<file path="config.mk">
export PLATFORM = sky130hd
export DESIGN_NAME = kpn_queue_write_arbiter
export DESIGN_NICKNAME = d
export VERILOG_FILES = /design/src/rtl/kpn_queue_write_arbiter.sv
export SDC_FILE = /design/constraint.sdc
export NUM_CORES = 1
export LEC_CHECK = 0
export CAP_MARGIN = 15
export CELL_PAD_IN_SITES_DETAIL_PLACEMENT = 2
export CELL_PAD_IN_SITES_GLOBAL_PLACEMENT = 2
export CORE_AREA = 2 2 71 106
export DETAILED_ROUTE_END_ITERATION = 8
export DIE_AREA = 0 0 73 108
export PLACE_DENSITY_LB_ADDON = 0.1
export SYNTH_ARGS = -nofsm -noshare
export SYNTH_HDL_FRONTEND = slang
export SYNTH_SLANG_ARGS = --single-unit
</file>
<file path="constraint.sdc">
create_clock -name clk -period 5.3 [get_ports clk]
set_input_delay 1.59 -clock clk [delete_from_list [all_inputs] [get_ports clk]]
set_output_delay 1.59 -clock clk [all_outputs]
set_load 0.03 [all_outputs]
</file>
<file path="src/rtl/kpn_queue_write_arbiter.sv">
// kpn_queue_write_arbiter
//   Shares the single write port of one KPN channel queue among N_REQ producer
//   processes. Round-robin arbitration, bursts bounded to MAX_BURST tokens per
//   grant, and blocking-write semantics: a granted producer waits while the
//   queue is full, so no token is ever dropped or duplicated.
// Ports
//   clk, reset  rising-edge clock, synchronous active-high reset
//   req         per-producer token-valid
//   data_in     per-producer token, producer i at [i*BITS_NUMBER +: BITS_NUMBER]
//   fifo_full   queue cannot accept a write this cycle
//   ack         one-hot, token of the granted producer accepted this cycle
//   fifo_wr     write strobe to the queue
//   fifo_data   token of the granted producer (meaningful when fifo_wr=1)
//   grant_id    granted producer (meaningful when busy=1)
//   busy        a grant is active
module kpn_queue_write_arbiter #(
  parameter int unsigned BITS_NUMBER = 16,
  parameter int unsigned N_REQ       = 4,
  parameter int unsigned ID_BITS     = 2,
  parameter int unsigned MAX_BURST   = 4
) (
  input  logic                         clk,
  input  logic                         reset,
  input  logic [N_REQ-1:0]             req,
  input  logic [N_REQ*BITS_NUMBER-1:0] data_in,
  input  logic                         fifo_full,
  output logic [N_REQ-1:0]             ack,
  output logic                         fifo_wr,
  output logic [BITS_NUMBER-1:0]       fifo_data,
  output logic [ID_BITS-1:0]           grant_id,
  output logic                         busy
);

  localparam int unsigned CNT_W = 4;

  typedef enum logic {
    IDLE  = 1'b0,
    GRANT = 1'b1
  } state_t;

  state_t             state;
  logic [ID_BITS-1:0] gid;
  logic [ID_BITS-1:0] last_gid;
  logic [ID_BITS-1:0] nxt_gid;
  logic [CNT_W-1:0]   burst_cnt;
  logic               req_sel;
  logic               acc;
  int                 rr_dist;
  int                 rr_best;

  // Select request and token of the granted producer.
  always_comb begin
    req_sel   = 1'b0;
    fifo_data = '0;
    for (int i = 0; i < N_REQ; i++) begin
      if (gid == ID_BITS'(i)) begin
        req_sel   = req[i];
        fifo_data = data_in[i*BITS_NUMBER +: BITS_NUMBER];
      end
    end
  end

  // Accept: full blocks the write; reset suppresses any in-flight token.
  always_comb begin
    acc = ~reset & (state == GRANT) & req_sel & ~fifo_full;
    fifo_wr = acc;
    for (int i = 0; i < N_REQ; i++) begin
      ack[i] = acc & (gid == ID_BITS'(i));
    end
    busy     = ~reset & (state == GRANT);
    grant_id = reset ? '0 : gid;
  end

  // Round-robin pick: smallest distance after last_gid among requesters.
  always_comb begin
    nxt_gid = '0;
    rr_best = int'(N_REQ);
    rr_dist = 0;
    for (int i = 0; i < N_REQ; i++) begin
      rr_dist = int'((32'(i) + 2 * N_REQ - 32'(last_gid) - 1) % N_REQ);
      if (req[i] && (rr_dist < rr_best)) begin
        rr_best = rr_dist;
        nxt_gid = ID_BITS'(i);
      end
    end
  end

  // Grant state machine.
  always_ff @(posedge clk) begin
    if (reset) begin
      state     <= IDLE;
      gid       <= '0;
      last_gid  <= ID_BITS'(N_REQ - 1);
      burst_cnt <= '0;
    end else begin
      case (state)
        IDLE: begin
          if (|req) begin
            gid       <= nxt_gid;
            burst_cnt <= '0;
            state     <= GRANT;
          end
        end
        GRANT: begin
          if (!req_sel) begin
            last_gid <= gid;
            state    <= IDLE;
          end else if (!fifo_full) begin
            if (burst_cnt == CNT_W'(MAX_BURST - 1)) begin
              last_gid <= gid;
              state    <= IDLE;
            end else begin
              burst_cnt <= burst_cnt + CNT_W'(1);
            end
          end
        end
        default: state <= IDLE;
      endcase
    end
  end

endmodule
</file>
Word-level counts from Yosys, hierarchy flattened. Cells that the tools add are included.

Register bits: 9. Word-level logic and storage cells: 74. Input port bits: 71. Output and inout port bits: 24.

Bitwise logic cells: 10. Add/sub/neg operators: 9. Multiplexer cells: 28. Equal/unequal tests: 10. Magnitude comparators: 4. Reductions and logical operators: 9.

Operators by type and width (count): $lt 3x32->1 (3); $mux 16 (4); $mux 32 (2); $mux 4 (4); $mux 2 (6); $mux 1 (9); $ne 2x2->1 const B (4); $pmux 4 s2 (1); $sub 2x2->2 const B (4); $and 1x1->1 (7); $add 4x1->4 const B (1); $eq 2x2->1 const B (2); $eq 4x2->1 const B (1); $logic_and 1x1->1 (4); $ne 2x1->1 const B (2); $reduce_and 4->1 (1); $reduce_or 4->1 (1); $sub 1x2->2 const A (2); $sub 2x2->2 const A (2); $lt 2x3->1 const B (1); $mux 3 (1); $not 1->1 (3); $reduce_and 3->1 (1); $eq 2x1->1 const B (1); 3 further kinds (3).

Longest topological paths before layout. Gate-level depths: netlist of run 1.

Depth in word-level cells: 14. Mapped depth: 15. Gate-level depth less buffers: 15.

Least setup slack after synthesis of run 1. No wires, ideal clock.

Kind: input-to-output. Start: input reset. End: output ack[0]. Cell stages on the path: 3. Data required time: 3710 ps. Arrival: 3221 ps. Path buffers: 0. Path slack: 489 ps. Path through: nor2b_1 -> nand2b_1 -> nor4_1.

Longest elaborated chain between the ends: 5.

RTL lines: start, declared (line 23) `input logic reset,`; $not 1->1 (line 65) `acc = ~reset & (state == GRANT) & req_sel & ~fifo_full;`; $and 1x1->1 (3 in a row) (line 65); $and 1x1->1 (line 68) `ack[i] = acc & (gid == ID_BITS'(i));`; end, declared (line 27) `output logic [N_REQ-1:0] ack,`.

Every way passes these cells.

Worst setup path after layout of run 1.
Start: input req[0]. End: output fifo_wr.

Longest elaborated chain between the ends: 6.

RTL lines: start, declared (line 24) `input logic [N_REQ-1:0] req,`; $mux 1 (4 in a row) (line 56) `if (gid == ID_BITS'(i)) begin`; $and 1x1->1 (2 in a row) (line 65); end, declared (line 28) `output logic fifo_wr,`.

Every way passes these cells.

==> impl_results.md, run 1 <==
- Die Ht: around 110 um
- CP Launch Type: input pin
- Later-pin clock latency in the skew report: 0.23 ns
- Vias per cell: 4.71
- Max-Cap Viols: 0
- Syn-to-layout area delta: 102%
- Critical Path RT: 3.71 ns
- Drt pass-1 iters: 4
- Setup ws final: 0.200 ns
- Status: finished clean
- Final antenna-violating net count: 0
- CTS tree: yes
- Slew headroom: 0.257
- Pins Over Slew Limit: 0
- Setup Crit Path Kind: in -> out
- Clk Tree Root Cell: clkbuf_8
- Main synth FF type: dfxtp_1
- Htree depth: 1
- # diodes: 0
- Worst hold slack: 0.530 ns
- IR drop worst, VDD: just over 0.0001 V
- RSZ-0062 raised after global routing: false
- Post-CTS setup repair buffer count: 0
- Die area: 0.00788 sq mm
- Num ports: 95
- # clock sinks: 9
- Starting density of the core: 0.157
- IO buf count: 94
- CP max stage delay: 0.61 ns
- Crit path max-delay cell type: mux4_2
- Fmax: around 200 MHz
- CTS Buf Count: 3
- Most common cell after layout, fill and taps aside: clkdlybuf4s50_1
- Vias in the first global route: ~1,600
- GR Overflow Total: 0
- Worst path bufs/invs: 2
- Endpoints failing setup: 0
- YS warnings: 0
- Clock-pin slew on the worst setup and hold paths: 0.05 ns
- Netlist cell types: 38
- Routed wire per std cell: 19.6 um
- DRC violations left: 0
- Total Power: roughly 0.55 mW
- Register bit total from synthesis: 9
- Core area: 0.00690 sq mm
- Core Rows: 37
- Crit-path leading delay family: buffers and inverters
- Worst Path Arrival: 3.51 ns
- Placed instance area: approximately 0.0021 sq mm
- Layout Nets: 280
- DR vias: approximately 1,300
- Hold Path Class: reg -> reg
- Synthesized cell area: 0.00108 sq mm
- DPL Wire Length: about 4.7 mm
- Initial antenna violation count: 0
- Post-place setup slack: -0.0759 ns
- Slack of the worst reg-to-reg path: between 1.5 and 2 ns
- Skew final: 0.000601 ns
- Final Wtd Congestion: about 0.73
- Share of cells above drive strength 1: 0.176
- GRT Overall Usage: 0.141
- P per Cell Area: 253 mW/mm^2
- Async SR Flop Fraction: 0
- Pin count of the biggest net entering global routing: 26
- Cell mode on critical path: clkdlybuf4s50_1
- Design Area, Final: 0.00218 sq mm
- Tmin final: about 5.1 ns
- EDFF count, synth: 0
- Cell count after synthesis: 107
- Die width: 73 um
- Kind of end point of the critical path: output pin
- Syn avg cell area: 10.1 sq um
- CTS Buffer Depth: 2
- Fillers: approximately 760
- Final hold viol count: 0
- Worst path cell trace: clkdlybuf4s50_1 > mux4_2 > nor2b_1 > clkdlybuf4s50_1
- First-pass GRT wire length: between 8 and 9 mm
- DR iter-0 viols: 23
- CP Max Fanout: 7
- Sequential area share after synthesis: 0.167
- Final WL: 5.53 mm
- Cts hold-fix bufs: 0
- Worst-margin pin slew: around 1.1 ns
- Tcrit/Tclk final: 0.962
- Pleak: 0.776 nW
- Most frequent cells in the layout: clkdlybuf4s50_1, mux4_2, nor2_1, dfxtp_1, nor2b_1
- Synthesized Nets: 182
## state kept, by name (all words and copies together) (netlist names)
name	flops
burst_cnt	4
gid	2
last_gid	2
state	1
## cell usage after synthesis (2+ instances only)
library cell  number  area, sq um
a31o_2             3         26.3
a211oi_1           2         15.0
mux2_2             2         22.5
clkbuf_1           5         18.8
nand2_1            6         22.5
nand3_1            2         10.0
nor3_1             3         15.0
mux4_2            17          383
nand2b_1           2         12.5
nor2b_1            7         43.8
dfxtp_1            9          180
nor2_1            11         41.3
a21oi_1            2         10.0
ha_1               4         50.1
o21ai_0            3         15.0
inv_1              5         18.8
nand2_2            2         12.5
nor4_1             2         12.5
## power breakdown
group / internal [mW] / leakage (nW) / switching, mW
registers: 0.0749 / 0.0738 / 0.0303
clock network: 0.0525 / 0.0228 / 0.0280
logic: 0.199 / 0.679 / 0.168
total: 0.326 / 0.776 / 0.226
## stage by stage
step	utilization	TNS, ns	cells
floorplan	-	0	107
global placement	0.309	0	278
detailed placement	0.309	-0.137	278
CTS	0.315	0	282
global route	0.316	0	282
finish	0.316	0	282
## final timing paths
kind / start / to / cells after the start
setup / recovery: req[0] / fifo_wr / 4
hold / removal: burst_cnt[1]$_SDFFE_PP0P_ / burst_cnt[1]$_SDFFE_PP0P_ / 1
setup reg to reg: last_gid[0]$_SDFFE_PP1P_ / gid[0]$_SDFFE_PP0P_ / 15
hold reg to reg: burst_cnt[1]$_SDFFE_PP0P_ / burst_cnt[1]$_SDFFE_PP0P_ / 1
## final cells by class
class	count	area (sq um)	share of cell area
Clock buffer	4	45.0	0.0207
Inverter	5	18.8	0.00861
Multi-Input combinational cell	86	853	0.391
Sequential cell	9	180	0.0826
Tap cell	78	97.6	0.0448
Timing Repair Buffer	100	986	0.452
## logic make-up after synthesis
kind of cell / count (synthesis) / synth area share
AOI/OAI and AO/OA: 19 / 0.135
xor gates and xnor gates: 2 / 0.0162
adders and majority gates: 4 / 0.0463
buffers and inverters: 12 / 0.0498
DFF: 9 / 0.167
and+or+nand+nor: 41 / 0.201
muxes: 20 / 0.384
## timing repair
action                     4_1_cts  5_1_grt
setup endpoints to repair        0        2
gates resized for setup          0        2
hold endpoints to repair         0        0
## metal layers
metal,vias to the layer above,GRT usage,part of all wire
met5,-,0,0
met4,0,0.0463,0.013
met3,6,0.0317,0.085
met2,75,0.277,0.56
met1,633,0.140,0.34
li1,613,-,-
Power figures use the tool's default switching activity.
==> run 2, diff against run 1 <==
- ABC_AREA: default -> 0
==> results of run 2 <==
Final layout, timing and power as in run 1 (identical DEF).
==> run 3, diff against run 2 <==
- PLACE_DENSITY_LB_ADDON: 0.1 -> 0.12
==> impl_results.md, run 3 (synthesis results as in run 1) <==
- Status: finished clean
- Design Area, Final: roughly 0.0022 sq mm
- Setup TNS: 0 ns
- CTS Buffer Depth: 2
- Final antenna-violating net count: 0
- Final hold viol count: 0
- CP Max Fanout: 7
- Core Rows: 37
- RSZ-0062 raised after global routing: false
- Post-place setup slack: -0.161 ns
- Pins Over Slew Limit: 0
- Largest Register: burst_cnt
- Num ports: 95
- Placed instance area: 0.00214 sq mm
- CTS Buf Count: 3
- Starting density of the core: 0.157
- IO buf count: 94
- Critical Path RT: 3.71 ns
- Final Core Density: 0.317
- Vias per cell: 4.76
- Clk Tree Root Cell: clkbuf_8
- Pin count of the biggest net entering global routing: 23
- Share of cells above drive strength 1: 0.185
- Die area: 0.00788 sq mm
- WHS Endpoint: burst_cnt[1]$_SDFFE_PP0P_
- Routed wire per std cell: 18.8 um
- Slew headroom: 0.502
- Worst Path Arrival: roughly 3.5 ns
- Endpoints failing setup: 0
- Skew final: 0.00746 ns
- Hold_sp: burst_cnt[1]$_SDFFE_PP0P_
- Final WL: 5.32 mm
- Hold Path Class: reg -> reg
- Tmin final: 5.09 ns
- Drt pass-1 iters: 4
- Cts hold-fix bufs: 0
- Later-pin clock latency in the skew report: between 0.2 and 0.25 ns
- CP Launch Type: input pin
- Layout Nets: ~280
- Setup Crit Path Kind: in -> out
- Vias in the first global route: between 1,500 and 2,000
- Htree depth: 1
- DR iter-0 viols: 30
- Placed insts: 279
- DPL Wire Length: 4.58 mm
- IR drop worst, VDD: 0.000100 V
- Regs by FF count: burst_cnt x4, gid x2, last_gid x2
- Reg2Reg Launch Point: last_gid[0]$_SDFFE_PP1P_
- GR Overflow Total: 0
- Most frequent cells in the layout: clkdlybuf4s50_1, mux4_2, nor2_1, dfxtp_1
- Pleak: 0.783 nW
- Max-Cap Viols: 0
- GRT Overall Usage: 0.133
- Fmax: 197 MHz
- First-pass GRT wire length: 8.11 mm
- Final Wtd Congestion: 0.847
- FF-to-FF End: gid[0]$_SDFFE_PP0P_
- DR vias: 1,347
- Reg2Reg Depth: 15
- CTS tree: yes
- Worst-margin pin slew: 0.746 ns
- Most common cell after layout, fill and taps aside: clkdlybuf4s50_1
- P per Cell Area: 254 mW/mm^2
- Slack of the worst reg-to-reg path: 1.55 ns
- # clock sinks: 9
- Max reg flops: 4
- Final std cells w/o fill: 283
- Core area: 0.00690 sq mm
- Die width: 73 um
- Die Ht: 108 um
- Kind of end point of the critical path: output pin
- Clock-pin slew on the worst setup and hold paths: around 0.05 ns
- Post-CTS setup repair buffer count: 0
- Hold-critical path depth: 1
- Initial antenna violation count: 0
- Tcrit/Tclk final: 0.960
- Setup ws final: around 0.21 ns
- DRC violations left: 0
- Syn-to-layout area delta: 103%
- # diodes: 0
-- run 3: cell types whose count changed in the layout (fill, tap and decap cells not counted) --
cell and change:
buf_4 +1, clkinv_2 +1, clkbuf_1 -1
-- run 3: per-stage QoR --
step                      power (mW)  hold WS (ns)
after floorplan                0.312         0.479
after global routing           0.593         0.538
after global placement         0.465         0.506
after CTS                      0.563         0.523
final                          0.557         0.521
after detailed placement       0.478         0.512
-- run 3: worst max-delay path by stage --
stage,slack (ns),cells past startpoint,endpoint,start
2_1_floorplan,0.49,3,ack[0],reset
3_3_place_gp,0.17,15,gid[0]$_SDFFE_PP0P_,req[0]
3_5_place_dp,-0.16,15,gid[0]$_SDFFE_PP0P_,req[0]
4_1_cts,0.06,15,gid[0]$_SDFFE_PP0P_,req[0]
5_1_grt,0.06,15,gid[0]$_SDFFE_PP0P_,req[0]
6_report,0.21,4,fifo_wr,req[0]
-- run 3: worst max-delay path, stage by stage --
cell,delay (ns)
clkdlybuf4s50_1,0.51
mux4_2,0.60
nor2b_1,0.19
clkdlybuf4s50_1,0.59
-- run 3: per-layer routing --
metal  GRT usage  up-vias  wire length (um)
met3      0.0373        2               477
met5           0        -                 0
li1            -      616                 -
met1       0.107      663              1590
met2       0.290       66              3230
met4      0.0304        0                28
-- run 3: power breakdown --
group | total [mW] | switching [mW] | internal, mW
combinational | 0.382 | 0.181 | 0.200
sequential | 0.0932 | 0.0184 | 0.0748
clock | 0.0824 | 0.0309 | 0.0516
total | 0.557 | 0.231 | 0.326
-- run 3: cell type report --
cell class                      instances  area, sq um
Inverter                                5         18.8
Clock inverter                          1         5.00
Multi-Input combinational cell         86          853
Sequential cell                         9          180
Clock buffer                            3         41.3
Timing Repair Buffer                  101          993
Tap cell                               78         97.6
Fill cell                             749         4710
-- run 3: timing repair --
item,4_1_cts,5_1_grt
gates resized for setup,0,2
setup endpoints to repair,0,2
hold endpoints to repair,0,0
